$ cat config.mk
export PLATFORM = sky130hd
export DESIGN_NAME = res_scan_ctrl
export DESIGN_NICKNAME = d
export VERILOG_FILES = /design/src/rtl/res_scan_ctrl.sv
export SDC_FILE = /design/constraint.sdc
export NUM_CORES = 1
export LEC_CHECK = 0
export ABC_AREA = 1
export CORE_MARGIN = 2
export CORE_UTILIZATION = 30
export CTS_CLUSTER_SIZE = 16
export DETAILED_ROUTE_END_ITERATION = 8
export HOLD_SLACK_MARGIN = 0.02
export SYNTH_ARGS = -nofsm -noshare
export SYNTH_HDL_FRONTEND = slang
export SYNTH_SLANG_ARGS = --single-unit
$ cat constraint.sdc
create_clock -name clk -period 2.6 [get_ports clk]
set_clock_uncertainty 0.05 [all_clocks]
set_input_delay 0.78 -clock clk [delete_from_list [all_inputs] [get_ports clk]]
set_output_delay 0.78 -clock clk [all_outputs]
set_load 0.02 [all_outputs]
$ cat src/rtl/res_scan_ctrl.sv
// Debug sweep controller for the conv1/conv2/conv3 result-capture tap.
// Walks an element range, steers the tap selects and streams captured bytes.
module res_scan_ctrl #(
  parameter int L1_IDX = 40,
  parameter int L1_NUM = 64,
  parameter int L2_IDX = 1152,
  parameter int L3_IDX = 36,
  parameter int L3_NUM = 32,
  parameter int LAT1   = 2,
  parameter int LAT2   = 1,
  parameter int LAT3   = 2
) (
  input  logic        clk,
  input  logic        rst,
  input  logic        start,
  input  logic [1:0]  layer_sel,
  input  logic [11:0] elem_first,
  input  logic [11:0] elem_count,
  input  logic        conv1_valid_o_rescaled,
  input  logic        conv2_valid_o_rescaled,
  input  logic        conv3_valid_o_rescaled,
  input  logic [7:0]  conv1_res_test,
  input  logic [7:0]  conv2_res_test,
  input  logic [7:0]  conv3_res_test,
  output logic [5:0]  res_sel_1,
  output logic [5:0]  res_sel_1_num,
  output logic [10:0] res_sel_2,
  output logic [5:0]  res_sel_3,
  output logic [4:0]  res_sel_3_num,
  output logic [7:0]  dbg_data,
  output logic [11:0] dbg_elem,
  output logic        dbg_valid,
  output logic        dbg_last,
  input  logic        dbg_ready,
  output logic        busy,
  output logic        done
);

  typedef enum logic [2:0] {
    S_IDLE, S_SETUP, S_ARM, S_WAIT,
    S_LAT, S_SAMPLE, S_EMIT
  } state_t;

  localparam logic [11:0] TOT1 = 12'(L1_IDX * L1_NUM);
  localparam logic [11:0] TOT2 = 12'(L2_IDX);
  localparam logic [11:0] TOT3 = 12'(L3_IDX * L3_NUM);

  state_t state, state_nxt;

  logic [1:0]  layer;
  logic [11:0] rem;
  logic [11:0] remaining;
  logic [11:0] e_cur;
  logic [10:0] idx;
  logic [5:0]  num;
  logic [5:0]  b1;
  logic [4:0]  b3;
  logic [1:0]  lat_cnt;

  logic [11:0] step;
  logic [11:0] tot;
  logic [10:0] idx_max;
  logic [1:0]  lat_init;
  logic [7:0]  tap;
  logic        match;
  logic        last;
  logic [11:0] req_tot;
  logic        start_ok;

  function automatic logic [11:0] tot_of(input logic [1:0] l);
    case (l)
      2'd1:    tot_of = TOT1;
      2'd2:    tot_of = TOT2;
      2'd3:    tot_of = TOT3;
      default: tot_of = 12'd0;
    endcase
  endfunction

  always_comb begin
    step     = 12'd0;
    tot      = 12'd0;
    idx_max  = 11'd0;
    lat_init = 2'd0;
    tap      = 8'd0;
    match    = 1'b0;
    unique case (1'b1)
      (layer == 2'd1): begin
        step     = 12'(L1_IDX);
        tot      = TOT1;
        idx_max  = 11'(L1_IDX - 1);
        lat_init = 2'(LAT1 - 1);
        tap      = conv1_res_test;
        match    = conv1_valid_o_rescaled
                   && (b1 == num);
      end
      (layer == 2'd2): begin
        step     = 12'(L2_IDX);
        tot      = TOT2;
        idx_max  = 11'(L2_IDX - 1);
        lat_init = 2'(LAT2 - 1);
        tap      = conv2_res_test;
        match    = conv2_valid_o_rescaled;
      end
      (layer == 2'd3): begin
        step     = 12'(L3_IDX);
        tot      = TOT3;
        idx_max  = 11'(L3_IDX - 1);
        lat_init = 2'(LAT3 - 1);
        tap      = conv3_res_test;
        match    = conv3_valid_o_rescaled
                   && (b3 == num[4:0]);
      end
      default: ;
    endcase
  end

  assign req_tot  = tot_of(layer_sel);
  assign start_ok = (layer_sel != 2'd0)
                    && (elem_count != 12'd0)
                    && (elem_first < req_tot);
  assign last     = (remaining == 12'd1)
                    || (e_cur == tot - 12'd1);
  assign busy     = (state != S_IDLE);

  always_ff @(posedge clk) begin
    if (rst) state <= S_IDLE;
    else     state <= state_nxt;
  end

  always_comb begin
    state_nxt = state;
    unique case (state)
      S_IDLE:   if (start && start_ok) state_nxt = S_SETUP;
      S_SETUP:  if (rem < step) state_nxt = S_ARM;
      S_ARM:    state_nxt = S_WAIT;
      S_WAIT:   if (match) state_nxt = S_LAT;
      S_LAT:    if (lat_cnt <= 2'd1) state_nxt = S_SAMPLE;
      S_SAMPLE: state_nxt = S_EMIT;
      S_EMIT:   if (dbg_ready)
                  state_nxt = dbg_last ? S_IDLE : S_ARM;
      default:  state_nxt = S_IDLE;
    endcase
  end

  // Beat mirrors run in every state so they stay locked to the tap.
  always_ff @(posedge clk) begin
    if (rst) begin
      b1 <= 6'd0;
      b3 <= 5'd0;
    end else begin
      if (conv1_valid_o_rescaled)
        b1 <= (b1 == 6'(L1_NUM - 1)) ? 6'd0 : b1 + 6'd1;
      if (conv3_valid_o_rescaled)
        b3 <= (b3 == 5'(L3_NUM - 1)) ? 5'd0 : b3 + 5'd1;
    end
  end

  always_ff @(posedge clk) begin
    if (rst) begin
      layer         <= 2'd0;
      rem           <= 12'd0;
      remaining     <= 12'd0;
      e_cur         <= 12'd0;
      idx           <= 11'd0;
      num           <= 6'd0;
      lat_cnt       <= 2'd0;
      res_sel_1     <= 6'd0;
      res_sel_1_num <= 6'd0;
      res_sel_2     <= 11'd0;
      res_sel_3     <= 6'd0;
      res_sel_3_num <= 5'd0;
      dbg_data      <= 8'd0;
      dbg_elem      <= 12'd0;
      dbg_valid     <= 1'b0;
      dbg_last      <= 1'b0;
      done          <= 1'b0;
    end else begin
      done <= 1'b0;
      unique case (state)
        S_IDLE: begin
          if (start) begin
            if (start_ok) begin
              layer     <= layer_sel;
              rem       <= elem_first;
              remaining <= elem_count;
              e_cur     <= elem_first;
              num       <= 6'd0;
            end else begin
              done <= 1'b1;
            end
          end
        end
        // Split the start index into beat/byte by repeated subtraction.
        S_SETUP: begin
          if (rem >= step) begin
            rem <= rem - step;
            num <= num + 6'd1;
          end else begin
            idx <= rem[10:0];
          end
        end
        S_ARM: begin
          unique case (layer)
            2'd1: begin
              res_sel_1     <= idx[5:0];
              res_sel_1_num <= num;
            end
            2'd2: res_sel_2 <= idx;
            2'd3: begin
              res_sel_3     <= idx[5:0];
              res_sel_3_num <= num[4:0];
            end
            default: ;
          endcase
        end
        S_WAIT: if (match) lat_cnt <= lat_init;
        S_LAT:  if (lat_cnt > 2'd1) lat_cnt <= lat_cnt - 2'd1;
        S_SAMPLE: begin
          dbg_data  <= tap;
          dbg_elem  <= e_cur;
          dbg_valid <= 1'b1;
          dbg_last  <= last;
        end
        S_EMIT: begin
          if (dbg_ready) begin
            dbg_valid <= 1'b0;
            dbg_last  <= 1'b0;
            if (dbg_last) begin
              done <= 1'b1;
            end else begin
              if (idx == idx_max) begin
                idx <= 11'd0;
                num <= num + 6'd1;
              end else begin
                idx <= idx + 11'd1;
              end
              e_cur     <= e_cur + 12'd1;
              remaining <= remaining - 12'd1;
            end
          end
        end
        default: ;
      endcase
    end
  end

endmodule

==> results.json <==
{
  "outcome": "finished, final reports clean",
  "ios": 115,
  "final-max-slew-violation-count": 0,
  "insertedDiodeCount": 0,
  "gr-usage-all-layers_pct": 17.27,
  "min_period_over_period_pct": 95.46,
  "holdPathStages": 2,
  "fmaxAchievable_ghz": 0.4029,
  "mappedNetlistNets": 1130,
  "ys_types": 45,
  "cts_inserted_buffers": 17,
  "cts_buffer_depth": 2,
  "seq_area_mm2": 0.002565,
  "syn_area_per_cell_um2": 6.743,
  "layout_min_cycle_time_ps": 2482,
  "placeableCoreArea_mm2": 0.02333,
  "die_area_mm2": 0.02482,
  "wl_mm": 20.97,
  "max-cap-violations": 0,
  "hold_path_end": "lat_cnt[1]",
  "drt-initial-drc-count": 508,
  "vias": 7254,
  "r2r.worst_path.cells": 15,
  "power.total_w": 0.009641,
  "post_synth_inst_count": 1049,
  "worst_setup_path_start_kind": "input pin",
  "cellLeakagePower_nw": 4.050,
  "min-delay-start": "lat_cnt[1]",
  "ir_worst_vdd_uv": 583.3,
  "fin_tns_setup_ps": 0,
  "timing.reg2reg.setup_slack_ps": 160,
  "detailed_place_hpwl_mm": 15.34,
  "drt_drc_violations_left": 0,
  "grt_pass1_vias": 6684,
  "grt_first_pass_wirelength_mm": 33.73,
  "antenna_left": 0,
  "path_clk_slew_ps": 50,
  "number_of_enable_flip_flop_cells_after_synthesis": 0,
  "setup_viol": 0,
  "final_nets": 1280,
  "routed_via_count_divided_by_cell_count": 4.738,
  "initial_utilization_pct": 30.31,
  "crit_path_end_kind": "flip-flop",
  "syn_area_mm2": 0.007073,
  "fp.dieH_um": 157.5,
  "cts_tree": "yes",
  "crit-reg2reg-launch": "layer[1]",
  "globalRoute.totalOverflow": 0,
  "crit_fanout": 4,
  "clkLatencyLatePin_ps": 430,
  "tightestPinTransition_ps": 453.3,
  "synth.ff_latch_count": 128,
  "grt_setup_unrepaired": "yes",
  "clock_sinks": 128,
  "wl_per_cell_um": 13.70,
  "ys.warnings.count": 0,
  "ys.flop_type": "sky130_fd_sc_hd__dfxtp_1",
  "cts_max_level": 4,
  "filler_cell_count": 2448,
  "die_x_um": 157.5,
  "number_of_hold_buffers_added_after_cts": 0,
  "cellPowerDensity_mw_per_mm2": 996.1,
  "root_buffer": "sky130_fd_sc_hd__clkbuf_16",
  "grt_max_degree": 60,
  "buffer_ports.inserted": 114,
  "gpl.final_weighted_congestion": 0.8570,
  "netlist_top_cells_area": "sky130_fd_sc_hd__dfxtp_1, sky130_fd_sc_hd__nand2_1, sky130_fd_sc_hd__o21ai_0, sky130_fd_sc_hd__a21oi_1, sky130_fd_sc_hd__nor2_1",
  "netlist.area_leader.share_pct": 36.23,
  "required_ps": 2870,
  "multiInputGateArea_mm2": 0.003988,
  "area_growth_pct": 36.85,
  "post_route_cells_drive_above_1_share_pct": 12.79,
  "worst-setup-path-type": "in2reg",
  "timing.hold.worst.class": "reg2reg",
  "critical_path.reg2reg.endpoint": "idx[2]",
  "relSlewSlack_pct": 69.64,
  "final-hold-violation-count": 0,
  "worst_ep_arrival_time_ps": 2750,
  "synthDominantAreaCellType": "sky130_fd_sc_hd__dfxtp_1",
  "part_of_the_yosys_area_used_for_sequential_elements_pct": 36.23,
  "number_of_iterations_in_the_first_detailed_routing_pass": 5,
  "grt_antenna_before_repair": 0,
  "std_cell_rows": 56,
  "postSynth.asyncResetShare_pct": 0
}
==> how the worst max path moves through the flow <==
stage                         startpoint  slack [ps]            to
final                     elem_first[10]         120        num[3]
after global routing            layer[1]           3        idx[6]
after CTS                   layer_sel[1]           2  remaining[9]
after detailed placement    layer_sel[1]        -470        num[3]
after global placement      layer_sel[1]        -420        num[5]
after floorplan                 layer[1]          80        idx[4]
==> timing repair <==
item	4_1_cts	5_1_grt
endpoints found under the hold margin	0	0
setup endpoints to repair	12	59
gates resized for setup	4	36
pin swaps	1	7
buffers inserted	0	4
==> registers in the layout (all words and copies together) (netlist names) <==
name,count
state,3
done,1
num,6
dbg_elem,12
dbg_valid,1
dbg_last,1
rem,12
res_sel_1_num,6
res_sel_3_num,5
b1,6
remaining,12
res_sel_3,6
layer,2
dbg_data,8
lat_cnt,2
res_sel_2,11
b3,5
res_sel_1,6
idx,11
e_cur,12
==> cell usage after synthesis, types with 7 or more instances <==
cell	count
sky130_fd_sc_hd__dfxtp_1	128
sky130_fd_sc_hd__clkbuf_1	18
sky130_fd_sc_hd__nor3_1	18
sky130_fd_sc_hd__nand4_1	14
sky130_fd_sc_hd__buf_6	7
sky130_fd_sc_hd__a21oi_1	106
sky130_fd_sc_hd__buf_2	11
sky130_fd_sc_hd__inv_2	19
sky130_fd_sc_hd__o22ai_1	10
sky130_fd_sc_hd__o21ai_0	122
sky130_fd_sc_hd__inv_1	90
sky130_fd_sc_hd__nand3_1	63
sky130_fd_sc_hd__xor2_1	14
sky130_fd_sc_hd__nand2_1	226
sky130_fd_sc_hd__nor2_1	116
sky130_fd_sc_hd__ha_1	23
==> placed cells by master (no fill, tap or decap), types with 5 or more instances in the layout <==
cell | netlist | layout
sky130_fd_sc_hd__a21oi_1 | 106 | 104
sky130_fd_sc_hd__buf_4 | 3 | 56
sky130_fd_sc_hd__clkbuf_16 | 0 | 17
sky130_fd_sc_hd__clkdlybuf4s50_1 | 0 | 110
sky130_fd_sc_hd__dfxtp_1 | 128 | 126
sky130_fd_sc_hd__ha_1 | 23 | 20
sky130_fd_sc_hd__inv_1 | 90 | 89
sky130_fd_sc_hd__inv_2 | 19 | 19
sky130_fd_sc_hd__nand2_1 | 226 | 223
sky130_fd_sc_hd__nand2_2 | 5 | 5
sky130_fd_sc_hd__nand2_4 | 2 | 5
sky130_fd_sc_hd__nand3_1 | 63 | 62
sky130_fd_sc_hd__nand4_1 | 14 | 14
sky130_fd_sc_hd__nor2_1 | 116 | 115
sky130_fd_sc_hd__nor3_1 | 18 | 17
sky130_fd_sc_hd__o21ai_0 | 122 | 113
sky130_fd_sc_hd__o21ai_1 | 2 | 10
sky130_fd_sc_hd__o22ai_1 | 10 | 10
sky130_fd_sc_hd__xnor2_1 | 6 | 6
sky130_fd_sc_hd__xor2_1 | 14 | 14
==> routing by layer <==
layer  share of wire [%]  vias up  track usage (%)
li1                    -     3766                -
met5                   0        -                0
met4                 2.0        0            6.234
met3                 4.7       31            4.268
met2                  46      139            28.13
met1                  47     3318            22.12
==> power by group <==
group	switching [W]	leakage [nW]	internal [W]
logic	0.00254	2.69	0.00166
registers	0.000435	1.04	0.00238
clock network	0.000909	0.320	0.00172
total	0.00388	4.05	0.00576
==> final cells by class <==
cell class,instances,area share [%]
multi-input combinational,768,41.20
sequential,128,26.50
timing repair buffer,175,17.14
clock buffer,21,4.964
inverter,109,4.253
tap,319,4.124
clock inverter,11,1.823
==> cells by family after synthesis <==
group,synth area share (%)
AO/OA/AOI/OAI,19.32
buffers and inverters,9.269
flip-flops,36.23
AND/OR/NAND/NOR,28.36
adder cells (fa/ha/maj),4.352
XOR/XNOR,2.477
==> per-stage QoR <==
step	hold WS (ps)	instance area [µm²]	util, %	std cells	setup slack (ps)
after global placement	399.2	8845	37.91	1495	-417.6
after global routing	442.9	9679	41.48	1531	2.730
after floorplan	393.5	7073	-	1049	84.29
final	411.1	9679	41.48	1531	118.0
after detailed placement	406.9	8845	37.91	1495	-469.7
after CTS	416.0	9513	40.77	1527	1.736
==> critical path: stages <==
cell and delay [ps]:
sky130_fd_sc_hd__clkdlybuf4s50_1 500, sky130_fd_sc_hd__ha_1 340, sky130_fd_sc_hd__nand2_2 90, sky130_fd_sc_hd__inv_1 50, sky130_fd_sc_hd__nand2_1 50, sky130_fd_sc_hd__nand2_1 70, sky130_fd_sc_hd__nor2_4 140, sky130_fd_sc_hd__nand3_4 110
sky130_fd_sc_hd__a21oi_4 260, sky130_fd_sc_hd__buf_4 160, sky130_fd_sc_hd__nand3_1 80, sky130_fd_sc_hd__nand2_1 70, sky130_fd_sc_hd__nor2_1 40
No activity file was read; power rests on OpenSTA's default activity.
